**src/rtl/core_pkg.sv**
```systemverilog
// Shared constants for the RV32I front-end pipeline: NOP encoding, reset PC and
// the bit layout of the packed decode-control bus.
package core_pkg;

    localparam logic [31:0] NOP_INSTR        = 32'h0000_0013;
    localparam logic [31:0] DEFAULT_RESET_PC = 32'h0000_0000;

    localparam int CTRL_ALUSRC    = 0;
    localparam int CTRL_ALUCTRL   = 1;
    localparam int CTRL_BRANCH    = 4;
    localparam int CTRL_JUMP      = 5;
    localparam int CTRL_MEMWRITE  = 6;
    localparam int CTRL_RESULTSRC = 7;
    localparam int CTRL_REGWRITE  = 9;
    localparam int CTRL_W         = 10;

    function automatic logic [CTRL_W-1:0] ctrl_pack(
        input logic       regwrite,
        input logic [1:0] resultsrc,
        input logic       memwrite,
        input logic       jump,
        input logic       branch,
        input logic [2:0] alucontrol,
        input logic       alusrc
    );
        logic [CTRL_W-1:0] c;
        c = '0;
        c[CTRL_REGWRITE]            = regwrite;
        c[CTRL_RESULTSRC +: 2]      = resultsrc;
        c[CTRL_MEMWRITE]            = memwrite;
        c[CTRL_JUMP]                = jump;
        c[CTRL_BRANCH]              = branch;
        c[CTRL_ALUCTRL +: 3]        = alucontrol;
        c[CTRL_ALUSRC]              = alusrc;
        return c;
    endfunction

endpackage

```
**src/rtl/pipe_reg.sv**
```systemverilog
// Generic pipeline register: async reset, then synchronous clear to the same
// value (bubble), then load on enable.
module pipe_reg #(
    parameter int           W       = 32,
    parameter logic [W-1:0] RST_VAL = '0
) (
    input  logic         clk,
    input  logic         reset,
    input  logic         en,
    input  logic         clr,
    input  logic [W-1:0] d,
    output logic [W-1:0] q
);

    always_ff @(posedge clk or posedge reset) begin
        if (reset) begin
            q <= RST_VAL;
        end else if (clr) begin
            q <= RST_VAL;
        end else if (en) begin
            q <= d;
        end
    end

endmodule

```
**src/rtl/front_pipe_regs.sv**
```systemverilog
// PC, IF/ID and ID/EX registers of the 5-stage RV32I core, driven by the hazard
// unit's stall/flush/redirect controls, plus saturating stall/flush counters.
module front_pipe_regs #(
    parameter logic [31:0] RESET_PC = 32'h0000_0000,
    parameter int          CTRL_W   = 10,
    parameter int          CNT_W    = 32
) (
    input  logic              clk,
    input  logic              reset,
    input  logic              StallF,
    input  logic              StallD,
    input  logic              FlushD,
    input  logic              FlushE,
    input  logic              PCSrcE,
    input  logic [31:0]       PCTargetE,
    input  logic [31:0]       InstrF,
    input  logic [CTRL_W-1:0] CtrlD,
    input  logic [31:0]       RD1D,
    input  logic [31:0]       RD2D,
    input  logic [31:0]       ImmExtD,
    output logic [31:0]       PCF,
    output logic [31:0]       InstrD,
    output logic [31:0]       PCD,
    output logic [31:0]       PCPlus4D,
    output logic              ValidD,
    output logic [CTRL_W-1:0] CtrlE,
    output logic [31:0]       RD1E,
    output logic [31:0]       RD2E,
    output logic [31:0]       ImmExtE,
    output logic [31:0]       PCE,
    output logic [31:0]       PCPlus4E,
    output logic [4:0]        Rs1E,
    output logic [4:0]        Rs2E,
    output logic [4:0]        RdE,
    output logic              ValidE,
    output logic [CNT_W-1:0]  StallCnt,
    output logic [CNT_W-1:0]  FlushCnt
);

    import core_pkg::*;

    localparam int IFID_W = 32 + 32 + 32 + 1;
    localparam int IDEX_W = CTRL_W + 5 * 32 + 3 * 5 + 1;
    localparam logic [IFID_W-1:0] IFID_RST = {NOP_INSTR, 64'h0, 1'b0};
    localparam logic [CNT_W-1:0]  CNT_ONE  = CNT_W'(1);

    function automatic logic [CNT_W-1:0] sat_inc(input logic [CNT_W-1:0] v);
        return (&v) ? v : v + CNT_ONE;
    endfunction

    logic [31:0]       pc_plus4_f;
    logic [31:0]       pc_d;
    logic              pc_en;
    logic [IFID_W-1:0] ifid_d;
    logic [IFID_W-1:0] ifid_q;
    logic [IDEX_W-1:0] idex_d;
    logic [IDEX_W-1:0] idex_q;
    logic [CNT_W-1:0]  stall_cnt_d, stall_cnt_q;
    logic [CNT_W-1:0]  flush_cnt_d, flush_cnt_q;

    // Fetch: redirect outranks stall so a misbehaving hazard unit cannot lose a branch.
    assign pc_plus4_f = PCF + 32'd4;
    assign pc_d       = PCSrcE ? PCTargetE : pc_plus4_f;
    assign pc_en      = PCSrcE | ~StallF;

    pipe_reg #(.W(32), .RST_VAL(RESET_PC)) u_pc (
        .clk   (clk),
        .reset (reset),
        .en    (pc_en),
        .clr   (1'b0),
        .d     (pc_d),
        .q     (PCF)
    );

    // IF/ID: the bubble value doubles as the reset value (NOP, invalid).
    assign ifid_d = {InstrF, PCF, pc_plus4_f, 1'b1};

    pipe_reg #(.W(IFID_W), .RST_VAL(IFID_RST)) u_ifid (
        .clk   (clk),
        .reset (reset),
        .en    (~StallD),
        .clr   (FlushD),
        .d     (ifid_d),
        .q     (ifid_q)
    );

    assign {InstrD, PCD, PCPlus4D, ValidD} = ifid_q;

    // ID/EX never stalls; a held Decode slot is covered by FlushE injecting a bubble.
    assign idex_d = {CtrlD, RD1D, RD2D, ImmExtD, PCD, PCPlus4D,
                     InstrD[19:15], InstrD[24:20], InstrD[11:7], ValidD};

    pipe_reg #(.W(IDEX_W), .RST_VAL('0)) u_idex (
        .clk   (clk),
        .reset (reset),
        .en    (1'b1),
        .clr   (FlushE),
        .d     (idex_d),
        .q     (idex_q)
    );

    assign {CtrlE, RD1E, RD2E, ImmExtE, PCE, PCPlus4E, Rs1E, Rs2E, RdE, ValidE} = idex_q;

    // A stall that coincides with a flush is not a real stall cycle.
    always_comb begin
        stall_cnt_d = stall_cnt_q;
        flush_cnt_d = flush_cnt_q;
        if (StallD && !FlushD) begin
            stall_cnt_d = sat_inc(stall_cnt_q);
        end
        if (FlushE) begin
            flush_cnt_d = sat_inc(flush_cnt_q);
        end
    end

    always_ff @(posedge clk or posedge reset) begin
        if (reset) begin
            stall_cnt_q <= '0;
            flush_cnt_q <= '0;
        end else begin
            stall_cnt_q <= stall_cnt_d;
            flush_cnt_q <= flush_cnt_d;
        end
    end

    assign StallCnt = stall_cnt_q;
    assign FlushCnt = flush_cnt_q;

endmodule
```
**config.mk**
```make
export PLATFORM = sky130hd
export DESIGN_NAME = front_pipe_regs
export DESIGN_NICKNAME = d
export VERILOG_FILES = /design/src/rtl/core_pkg.sv /design/src/rtl/pipe_reg.sv /design/src/rtl/front_pipe_regs.sv
export SDC_FILE = /design/constraint.sdc
export NUM_CORES = 1
export LEC_CHECK = 0
export ABC_AREA = 1
export BUFFER_PORTS_ARGS = -buffer_cell sky130_fd_sc_hd__buf_4
export CAP_MARGIN = 0
export CORE_AREA = 3 3 217 219
export CTS_CLUSTER_DIAMETER = 200
export DETAILED_ROUTE_END_ITERATION = 6
export DIE_AREA = 0 0 220 222
export HOLD_SLACK_MARGIN = 0.06
export PLACE_DENSITY = 0.59
export SETUP_SLACK_MARGIN = 0.3
export SLEW_MARGIN = 10
export SYNTH_ARGS = -nofsm -noshare
export SYNTH_HDL_FRONTEND = slang
export SYNTH_SLANG_ARGS = --single-unit
```
**constraint.sdc**
```tcl
create_clock -name clk -period 14.05 [get_ports clk]
set_clock_uncertainty 0.2 [all_clocks]
set_input_delay 2.1075 -clock clk [delete_from_list [all_inputs] [get_ports clk]]
set_output_delay 2.1075 -clock clk [all_outputs]
set_load 0.01 [all_outputs]
```
==> results of run 1 <==
==> power by group through the flow <==
stage	Sequential (uW)	Combinational [uW]	Clock, uW
6_report	1200	350	1200
5_1_grt	1210	389	1280
4_1_cts	1200	357	1230
3_5_place_dp	1220	356	0
3_3_place_gp	1220	353	0
2_1_floorplan	1240	132	0
==> sequential cells by signal, indices dropped and copies added (netlist names) <==
name      count
u_idex.q    184
u_ifid.q     95
FlushCnt     32
StallCnt     32
u_pc.q       32
==> worst max-delay path: stages <==
cell and delay [ns]:
buf_4 0.13, inv_8 0.56, buf_4 0.58, buf_4 0.65, buf_4 0.86
==> per-layer routing <==
metal / track usage / part of all wire
met5: 0 / 0.00038
met4: 0.0681 / 0.028
met3: 0.0604 / 0.084
met2: 0.357 / 0.48
met1: 0.268 / 0.41
==> area by class of cell <==
cell class | count | area, sq um | share of cell area
Clock buffer | 57 | 1220 | 0.0552
Clock inverter | 21 | 299 | 0.0135
Inverter | 307 | 1160 | 0.0525
Multi-Input combinational cell | 1169 | 5060 | 0.229
Sequential cell | 375 | 9390 | 0.424
Tap cell | 600 | 751 | 0.0339
Timing Repair Buffer | 565 | 4250 | 0.192
==> stage by stage <==
step / instances / util / hold slack, ns
after global placement: 3016 / 0.455 / 0.285
after detailed placement: 3016 / 0.455 / 0.284
after floorplan: 1913 / - / 0.333
after CTS: 3094 / 0.489 / 0.304
final: 3094 / 0.489 / 0.296
after global routing: 3094 / 0.489 / 0.321
==> cells in the mapped netlist (all sizes together) <==
master / instances / area (sq um)
o22a: 3 / 26.3
o211ai: 1 / 7.51
dfrtp: 372 / 9310
o21ai: 52 / 260
xor2: 32 / 280
nand2: 617 / 2340
clkinv: 2 / 7.51
inv: 305 / 1150
o21bai: 4 / 30.0
o221ai: 4 / 35.0
a22o: 14 / 123
ha: 3 / 37.5
dfstp: 3 / 78.8
xnor2: 10 / 87.6
clkbuf: 41 / 154
nand3: 53 / 265
a21oi: 1 / 5.00
nand4: 3 / 18.8
nor2: 331 / 1270
buf: 21 / 140
o22ai: 41 / 257
==> worst paths after layout <==
| kind | cells after the start | slack (ns) | to |
|---|---|---|---|
| max | 5 | 9.28 | u_idex.q[172] |
| min in group asynchronous | 2 | 1.50 | StallCnt[13] |
| min | 2 | 0.30 | u_idex.q[28] |
| max reg2reg | 10 | 11.51 | FlushCnt[28] |
| min reg2reg | 2 | 0.30 | u_idex.q[28] |
| max in group clk | 8 | 10.43 | StallCnt[3] |
==> logic make-up after synthesis <==
family                   count (synthesis)
AND/OR/NAND/NOR                       1004
buffers and inverters                  369
AO/OA/AOI/OAI                          120
flip-flops                             375
adder cells (fa/ha/maj)                  3
XOR/XNOR                                42
==> impl_metrics.tcl, run 1 <==
set metrics [dict create \
    overflow 0 \
    grt_pass1_wl_um 81600 \
    clock_path_buffers 3 \
    tightest_slew_ns 1.01 \
    area_growth_pct 39.3 \
    nets 2641 \
    drive_gt1_frac 0.264 \
    cp_max_fo 130 \
    cts_made_buffers 43 \
    setup_viol_count_final 0 \
    grt_setup_unrepaired "false" \
    synth_xor_area_frac 0.0232 \
    synth_compound_area_frac 0.0468 \
    via_count 13900 \
    power_switching_uw 713 \
    seq_area_frac_synth 0.591 \
    cts_tree "yes" \
    ios 556 \
    syn_nets 2093 \
    coreArea_sq_mm 0.0453 \
    cap_violations 0 \
    fin_total_pwr_uw 2750 \
    power_frac_comb 0.127 \
    layout_common_cells "nand2_1, buf_4, dfrtp_1, nor2_1, inv_1" \
    post_dp_cell_area_sq_mm 0.0206 \
    track_usage 0.214 \
    yosys_warnings 0 \
    antenna_found_initial 1 \
    fin_setup_tns_ns 0 \
    drt_wl_total_um 52900 \
    final_common_cell "nand2_1" \
    hold_class "register to register" \
    p_per_area_mw_per_mm2 124 \
    start_util 0.351 \
    worst-setup-path-type "primary input to asynchronous set/reset pin" \
    htree_levels 2 \
    synth_top_family_by_area "simple AND/OR/NAND/NOR gates" \
    first_iter_violations 727 \
    fin_ws_ns 9.28 \
    ys_ff_latch 375 \
    die_area_sq_mm 0.0488 \
    clk_latency_ns 0.55 \
    p_int_uw 2040 \
    fillCellCount 4375 \
    finalHoldViolCount 0 \
    r2r_start "FlushCnt[0]" \
    p_seq_frac 0.436 \
    numClockSinks 375 \
    synth_area_sq_mm 0.0159 \
    p_clk_frac 0.437 \
    drtAntennaViolNets 0 \
    cp-end-kind "asynchronous set/reset pin" \
    swShare 0.259 \
    synth_fa_ha_area_frac 0.00236 \
    firstDrtPassIters 5 \
    dp_hpwl_um 39200 \
    first_global_vias 14100 \
    yosysUniqueCellTypes 30 \
    clkTransAtPathRegs_ns 0.06 \
    min-delay-start "u_ifid.q[13]" \
    rows 78 \
    place_congestion 0.879 \
    ir_drop_uv 93.3 \
    crit_start "reset" \
    critPathArrivalTime_ns 5.10 \
    slew-limit-headroom 0.326 \
    period_minus_slack_ns 4.77 \
    die_w_um 220 \
    avgSynthCellArea_sq_um 8.30 \
    post_drt_wl_per_cell_um 17.1 \
    place_ws_ns 8.51 \
    post_cts_buffers 0 \
    final_max_slew_viol_count 0 \
    synthCells 1913 \
    status "finished, final reports clean" \
    grt_max_degree 131 \
    fin_area_sq_mm 0.0221 \
    critPathRequiredTime_ns 14.38 \
    die_height_um 222 \
    fmax_ghz 0.210 \
    p_leak_uw 0.0120 \
    antenna_cells 0 \
    timing.final.crit_share 0.340 \
    cts_resized 0 \
    route.detailed.drc 0 \
    synth-simple-area-share 0.246 \
    port_buffers 555 \
    cts_root_buffer "clkbuf_16" \
    synthMuxAreaShare 0 \
    hold_buffers 0 \
    cp-start-kind "primary input" \
    vias_per_cell 4.49 \
]
No activity file was read; power rests on OpenSTA's default activity.
==> run 2: changes to the inputs <==
--- a/config.mk
+++ b/config.mk
@@ -8,12 +8,12 @@
 export ABC_AREA = 1
 export BUFFER_PORTS_ARGS = -buffer_cell sky130_fd_sc_hd__buf_4
 export CAP_MARGIN = 0
-export CORE_AREA = 3 3 217 219
+export CORE_AREA = 3 3 216 218
 export CTS_CLUSTER_DIAMETER = 200
 export DETAILED_ROUTE_END_ITERATION = 6
-export DIE_AREA = 0 0 220 222
+export DIE_AREA = 0 0 219 221
 export HOLD_SLACK_MARGIN = 0.06
-export PLACE_DENSITY = 0.59
+export PLACE_DENSITY = 0.62
 export SETUP_SLACK_MARGIN = 0.3
 export SLEW_MARGIN = 10
 export SYNTH_ARGS = -nofsm -noshare
==> constraint.sdc (replaced) <==
create_clock -name clk -period 3.8 [get_ports clk]
set_clock_uncertainty 0.2 [all_clocks]
set_input_delay 0.57 -clock clk [delete_from_list [all_inputs] [get_ports clk]]
set_output_delay 0.57 -clock clk [all_outputs]
set_load 0.01 [all_outputs]
==> run 2 against run 1 <==
Net effect:
- sequential cell count unchanged
- power rose to 3.6 times the previous value
- worst hold slack worse by 0.20 ns
- final area up 6.5%
- core utilization up 3.4 points
- register-to-register slack worse by 10 ns
- sequential share of layout area down 2.6 points
- critical path depth up 1
- global-route usage up 0.78 points
- largest cell class unchanged
- sequential power rose to 3.7 times the previous value
- via count up 6.3%
- first-iteration DRC count up 12%
==> impl_metrics.tcl, run 2 (synthesized netlist as in run 1, its figures left out) <==
set metrics [dict create \
    grt_pass1_wl_um 84900 \
    clk_latency_ns 0.56 \
    critPathArrivalTime_ns 2.73 \
    timing.final.crit_share 0.650 \
    cpPeakStageDelay_ns 0.58 \
    die_area_sq_mm 0.0484 \
    wl_met1_um 22300 \
    p_seq_frac 0.441 \
    period_minus_slack_ns 2.47 \
    critPathRequiredTime_ns 4.05 \
    wl_met2_um 26700 \
    power_frac_comb 0.144 \
    swShare 0.264 \
    antenna_found_initial 3 \
    met3WireLength_um 4310 \
    cp-start-kind "primary input" \
    drtAntennaViolNets 0 \
    htree_levels 2 \
    cts_resized 0 \
    place_inst 3016 \
    slew-limit-headroom 0.357 \
    cts_root_buffer "clkbuf_16" \
    largest_reg_flops 184 \
    numClockSinks 375 \
    setup_viol_count_final 0 \
    die_w_um 219 \
    grt_max_degree 151 \
    vias_per_cell 4.56 \
    rows 78 \
    largest_register "u_idex.q" \
    crit_start "FlushD" \
    via_count 14800 \
    clock_path_buffers 3 \
    p_clk_frac 0.415 \
    rr_worst_depth 10 \
    dp_hpwl_um 38700 \
    final_max_slew_viol_count 0 \
    ios 556 \
    r2r_start "StallCnt[0]" \
    first_iter_violations 813 \
    final_common_cell "nand2_1" \
    cp-end-kind "register" \
    port_buffers 555 \
    hold_class "primary input to register" \
    p_leak_uw 0.0126 \
    critical_path.endpoint "u_ifid.q[83]" \
    coreArea_sq_mm 0.0451 \
    cts_tree "yes" \
    place_congestion 0.950 \
    finish.utilization 0.523 \
    firstDrtPassIters 5 \
    instances_no_fill 3245 \
    post_drt_wl_per_cell_um 16.9 \
    area_growth_pct 48.3 \
    layout_common_cells "nand2_1, buf_4, dfrtp_1, nor2_1, inv_1" \
    ir_drop_uv 391 \
    critical-path-top-delay-family "buffers and inverters" \
    clkTransAtPathRegs_ns 0.06 \
    status "finished, final reports clean" \
    p_int_uw 7400 \
    grt_setup_unrepaired "false" \
    crit_chain "dlygate4sd3_1 > buf_4 > nor2_4 > inv_2 > buf_4 > o21ai_0" \
    reg2reg_to "StallCnt[30]" \
    fmax_ghz 0.405 \
    drive_gt1_frac 0.247 \
    highest_layer "met5" \
    path_depth 6 \
    drt_wl_total_um 54900 \
    tightest_slew_ns 0.962 \
    power_switching_uw 2650 \
    worst-setup-path-type "primary input to register" \
    critPathSlowestCell "dlygate4sd3_1" \
    track_usage 0.222 \
    top_regs "u_idex.q x184, u_ifid.q x95" \
    worst-r2r-setup-slack_ns 1.34 \
    first_global_vias 15000 \
    route.detailed.drc 0 \
    path_buf_inv 4 \
    cap_violations 0 \
    finalHoldViolCount 0 \
    cts_made_buffers 43 \
    die_height_um 221 \
    p_per_area_mw_per_mm2 426 \
    start_util 0.352 \
    overflow 0 \
    cp_max_fo 34 \
    nets 2790 \
    crit_top_cell "buf_4" \
]
## run 2: changes by cell type in the layout (fill, tap and decap cells not counted), sizes merged
cell         previous run  this run
dlygate4sd3             0       149
inv                   306       309
clkinv                 12        10
bufinv                  7         4
clkinvlp                3         2
clkbuf                 57        61
diode                   0         1
## run 2: worst min path at each step
stage | from | cells past startpoint | endpoint
6_report | InstrF[13] | 2 | u_ifid.q[78]
5_1_grt | InstrF[13] | 2 | u_ifid.q[78]
4_1_cts | InstrF[13] | 2 | u_ifid.q[78]
3_5_place_dp | reset | 2 | u_idex.q[14]
3_3_place_gp | reset | 2 | u_idex.q[14]
2_1_floorplan | u_ifid.q[67] | 1 | u_ifid.q[67]
## run 2: final cells by class
cell class              count  area (sq um)
diodes                      1          2.50
clock buffers              61          1200
clock inverters            18           211
fillers                  4173         21500
inverters                 307          1160
multi-input cells        1169          5060
flip-flops and latches    375          9390
well taps                 600           751
repair buffers            714          5790
## run 2: power groups by stage
stage               sequential [uW]  combinational, uW  clock [uW]
finish                         4430               1450        4170
global route                   4470               1590        4440
CTS                            4430               1460        4260
detailed placement             4500               1330           0
global placement               4490               1320           0
floorplan                      4570                490           0
## run 2: timing repair
| item | CTS | global route |
|---|---|---|
| hold buffers | 149 | 0 |
| endpoints found under the hold margin | 167 | 0 |
| setup buffers | 0 | 0 |
| setup endpoints to repair | 0 | 0 |
## run 2: layer usage
metal  GRT usage  vias to the layer above
met1       0.275                     7054
met2       0.374                      510
met4      0.0692                        2
met3      0.0639                      103
met5           0                        -
li1            -                     7114
## run 2: through the flow
stage | hold slack [ns] | setup WS, ns | cell area [sq um] | TNS [ns] | power (uW)
2_1_floorplan | 0.333 | -2.00 | 15900 | -747.23 | 5060
3_3_place_gp | 0.264 | 1.38 | 20700 | 0 | 5810
3_5_place_dp | 0.268 | 1.26 | 20700 | 0 | 5830
4_1_cts | 0.0624 | 1.27 | 23600 | 0 | 10200
5_1_grt | 0.0728 | 1.11 | 23600 | 0 | 10500
6_report | 0.0997 | 1.33 | 23600 | 0 | 10000
## run 2: worst register-to-register path, stage by stage, from the launching register on
cell and delay (ns):
dfrtp_1 0.45, ha_1 0.31, inv_2 0.07, nor2_4 0.18, nand2_4 0.09, nor2_4 0.13
nand2_2 0.09, nand2_4 0.30, inv_2 0.32, nand2_1 0.15, nand2_1 0.06
==> run 3: changes to the inputs <==
--- a/config.mk
+++ b/config.mk
@@ -5,15 +5,15 @@
 export SDC_FILE = /design/constraint.sdc
 export NUM_CORES = 1
 export LEC_CHECK = 0
-export ABC_AREA = 1
+export ABC_AREA = 0
 export BUFFER_PORTS_ARGS = -buffer_cell sky130_fd_sc_hd__buf_4
 export CAP_MARGIN = 0
-export CORE_AREA = 3 3 216 218
+export CORE_AREA = 3 3 212 214
 export CTS_CLUSTER_DIAMETER = 200
 export DETAILED_ROUTE_END_ITERATION = 6
-export DIE_AREA = 0 0 219 221
+export DIE_AREA = 0 0 215 217
 export HOLD_SLACK_MARGIN = 0.06
-export PLACE_DENSITY = 0.62
+export PLACE_DENSITY = 0.6
 export SETUP_SLACK_MARGIN = 0.3
 export SLEW_MARGIN = 10
 export SYNTH_ARGS = -nofsm -noshare
==> constraint.sdc (replaced) <==
create_clock -name clk -period 2.5 [get_ports clk]
set_clock_uncertainty 0.2 [all_clocks]
set_input_delay 0.375 -clock clk [delete_from_list [all_inputs] [get_ports clk]]
set_output_delay 0.375 -clock clk [all_outputs]
set_load 0.01 [all_outputs]
==> run 3 against run 2 <==
Net effect:
- non-clock buffer count up 77
- synthesized area down 4.6%
- die area decreased by 3.6%
- first-iteration DRC count shrank 20%
- final cell count down 18%
- power up 57%
- via count shrank 16%
- final area about the same
- register-to-register slack got worse by 0.98 ns
- sequential share of layout area barely moved
- critical path type is now register to register
- largest power group unchanged
- highest routed layer is now met4
==> impl_metrics.tcl, run 3 <==
set metrics [dict create \
    use_met2 0.389 \
    slew-limit-headroom 0.450 \
    busiest_layer "met2" \
    path_buf_inv 0 \
    grt_setup_unrepaired "true" \
    cts_made_buffers 44 \
    critPathRequiredTime_ns 2.74 \
    grt_use_met3 0.0698 \
    first_iter_violations 647 \
    yosys-top-cells-count "dfrtp_1, nor2b_1, nor2_1" \
    clk_latency_ns 0.56 \
    first_global_vias 12900 \
    critPathSlowestCell "dfrtp_1" \
    async_flop_share 1.00 \
    multi_input_area_sq_mm 0.00541 \
    fillCellCount 3731 \
    period_minus_slack_ns 2.14 \
    worst-setup-path-type "register to register" \
    clock_path_buffers 3 \
    place_congestion 0.853 \
    cp-end-kind "register" \
    timing.final.crit_share 0.855 \
    fmax_ghz 0.468 \
    p_seq_frac 0.432 \
    p_clk_frac 0.410 \
    crit_chain "nand4_1 > nor3_2 > nand4_1 > nand2_1 > mux2_1" \
    drt_wl_total_um 52500 \
    track_usage 0.220 \
    synth-simple-area-share 0.199 \
    p_leak_uw 0.0116 \
    ir_drop_uv 343 \
    finalHoldViolCount 0 \
    route.detailed.drc 0 \
    syn_nets 1469 \
    synth_edf_count 0 \
    status "finished, final reports clean" \
    antenna_found_initial 3 \
    yosysUniqueCellTypes 50 \
    cpPeakStageDelay_ns 0.45 \
    rows 76 \
    synth_area_sq_mm 0.0152 \
    p_int_uw 11700 \
    tightest_slew_ns 0.825 \
    port_buffers 555 \
    grt_use_met1 0.253 \
    clkTransAtPathRegs_ns 0.06 \
    cp_max_fo 7 \
    setup_viol_count_final 0 \
    final_max_slew_viol_count 0 \
    numClockSinks 375 \
    coreArea_sq_mm 0.0431 \
    die_area_sq_mm 0.0467 \
    yosysTopAreaCell "dfrtp_1" \
    synth_top_area_frac 0.614 \
    cap_violations 0 \
    largest_register "u_idex.q" \
    top_regs "u_idex.q x184, u_ifid.q x95" \
    holdWs_ns 0.131 \
    power_switching_uw 4080 \
    grt_pass1_wl_um 79500 \
    drive_gt1_frac 0.344 \
    cts_root_buffer "clkbuf_16" \
    grt_max_degree 119 \
    final_common_cell "buf_4" \
    avgSynthCellArea_sq_um 11.8 \
    layout_common_cells "buf_4, dfrtp_1, dlygate4sd3_1, nor2b_1, nor2_1" \
    firstDrtPassIters 4 \
    synth_xor_area_frac 0.0636 \
    hold_class "primary input to asynchronous set/reset pin" \
    largest_reg_flops 184 \
    synthMuxAreaShare 0.0528 \
    synth_most_common_cell "dfrtp_1" \
    synth_compound_area_frac 0.0325 \
    drtAntennaViolNets 0 \
    yosys_warnings 0 \
    crit_top_cell "nand4_1" \
    cp-start-kind "register" \
    fin_total_pwr_uw 15800 \
    fin_setup_tns_ns 0 \
    cts_tree "yes" \
    post_drt_wl_per_cell_um 19.7 \
    synthCells 1289 \
    critPathArrivalTime_ns 2.38 \
    start_util 0.352 \
    seq_area_frac_synth 0.620 \
    synth_fa_ha_area_frac 0.00248 \
    overflow 0 \
    p_per_area_mw_per_mm2 669 \
    htree_levels 2 \
    via_count 12400 \
    swShare 0.259 \
    area_growth_pct 55.6 \
    synth_area_leaders "dfrtp_1, nor2b_1, mux2i_1" \
    seq_area_sq_mm 0.00940 \
    power_frac_comb 0.158 \
    critical-path-top-delay-family "simple AND/OR/NAND/NOR gates" \
    dp_hpwl_um 37500 \
    die_height_um 217 \
    synth_top_family_by_area "simple AND/OR/NAND/NOR gates" \
    ios 556 \
    finish.utilization 0.547 \
    die_w_um 215 \
    synthFlopType "dfrtp_1" \
    nets 2221 \
    ys_ff_latch 375 \
    vias_per_cell 4.66 \
]
==> run 3: changes by cell type after synthesis, sizes merged, moves of 21 or more <==
cell / before / now
nor3: 0 / 29
inv: 305 / 19
nand2: 617 / 71
nor2b: 0 / 176
and4: 0 / 21
mux2i: 0 / 72
nor2: 331 / 122
nand4: 3 / 37
o22ai: 41 / 0
o21ai: 52 / 31
xnor2: 10 / 65
==> run 3: kinds of logic (layout without fill, tap and decap cells) <==
group,Yosys count,in the layout
AND/OR/NAND/NOR,541,541
XOR/XNOR,110,110
adder cells (fa/ha/maj),3,3
buffers and inverters,104,891
multiplexers,79,79
flip-flops,375,375
AO/OA/AOI/OAI,77,77
other,0,4
==> run 3: area by class of cell <==
type	count	share of cell area
diodes	4	0.000425
clock buffers	71	0.0561
clock inverters	10	0.00573
inverters	19	0.00318
multi-input cells	810	0.230
flip-flops and latches	375	0.399
well taps	585	0.0310
repair buffers	791	0.275
==> run 3: path summary, 6_finish.rpt <==
path / start / endpoint / slack (ns) / cells after the start
worst min-delay path: reset / u_ifid.q[73] / 0.13 / 3
worst max register to register: FlushCnt[26] / FlushCnt[1] / 0.36 / 5
min in group clk: FlushD / StallCnt[3] / 0.18 / 5
max in group asynchronous: reset / u_idex.q[175] / 1.02 / 5
worst max-delay path: FlushCnt[26] / FlushCnt[1] / 0.36 / 5
worst min register to register: u_ifid.q[0] / u_idex.q[0] / 0.30 / 2
==> run 3: repair_timing <==
action / 4_1_cts / 5_1_grt
endpoints found under the setup margin: 5 / 47
pin swaps: 1 / 1
gates resized for setup: 1 / 20
hold endpoints to repair: 436 / 0
hold buffers: 189 / 0
buffers inserted: 1 / 2
==> run 3: layer usage <==
layer,wire length (um),vias up
met5,0,-
met4,1550,0
met3,4130,74
met2,26900,438
met1,19900,6114
li1,-,5786
==> run 3: power by group through the flow <==
stage,combinational [uW],clock [uW],sequential (uW)
floorplan,828,0,7020
finish,2500,6460,6810
CTS,2530,6650,6810
global placement,2250,0,6890
global route,2700,6900,6870
detailed placement,2270,0,6910
==> run 3: worst min-delay path, stage by stage <==
cell           delay [ns]
dlygate4sd3_1        0.54
buf_4                0.15
clkinvlp_4           0.19
==> run 3: per-stage QoR <==
step                      setup slack (ns)  area, sq um  cells
final                                0.362        23600   2665
after global routing                 0.222        23600   2664
after CTS                            0.285        23400   2659
after detailed placement             0.288        20100   2388
after global placement               0.303        20100   2388
after floorplan                      -3.11        15200   1289
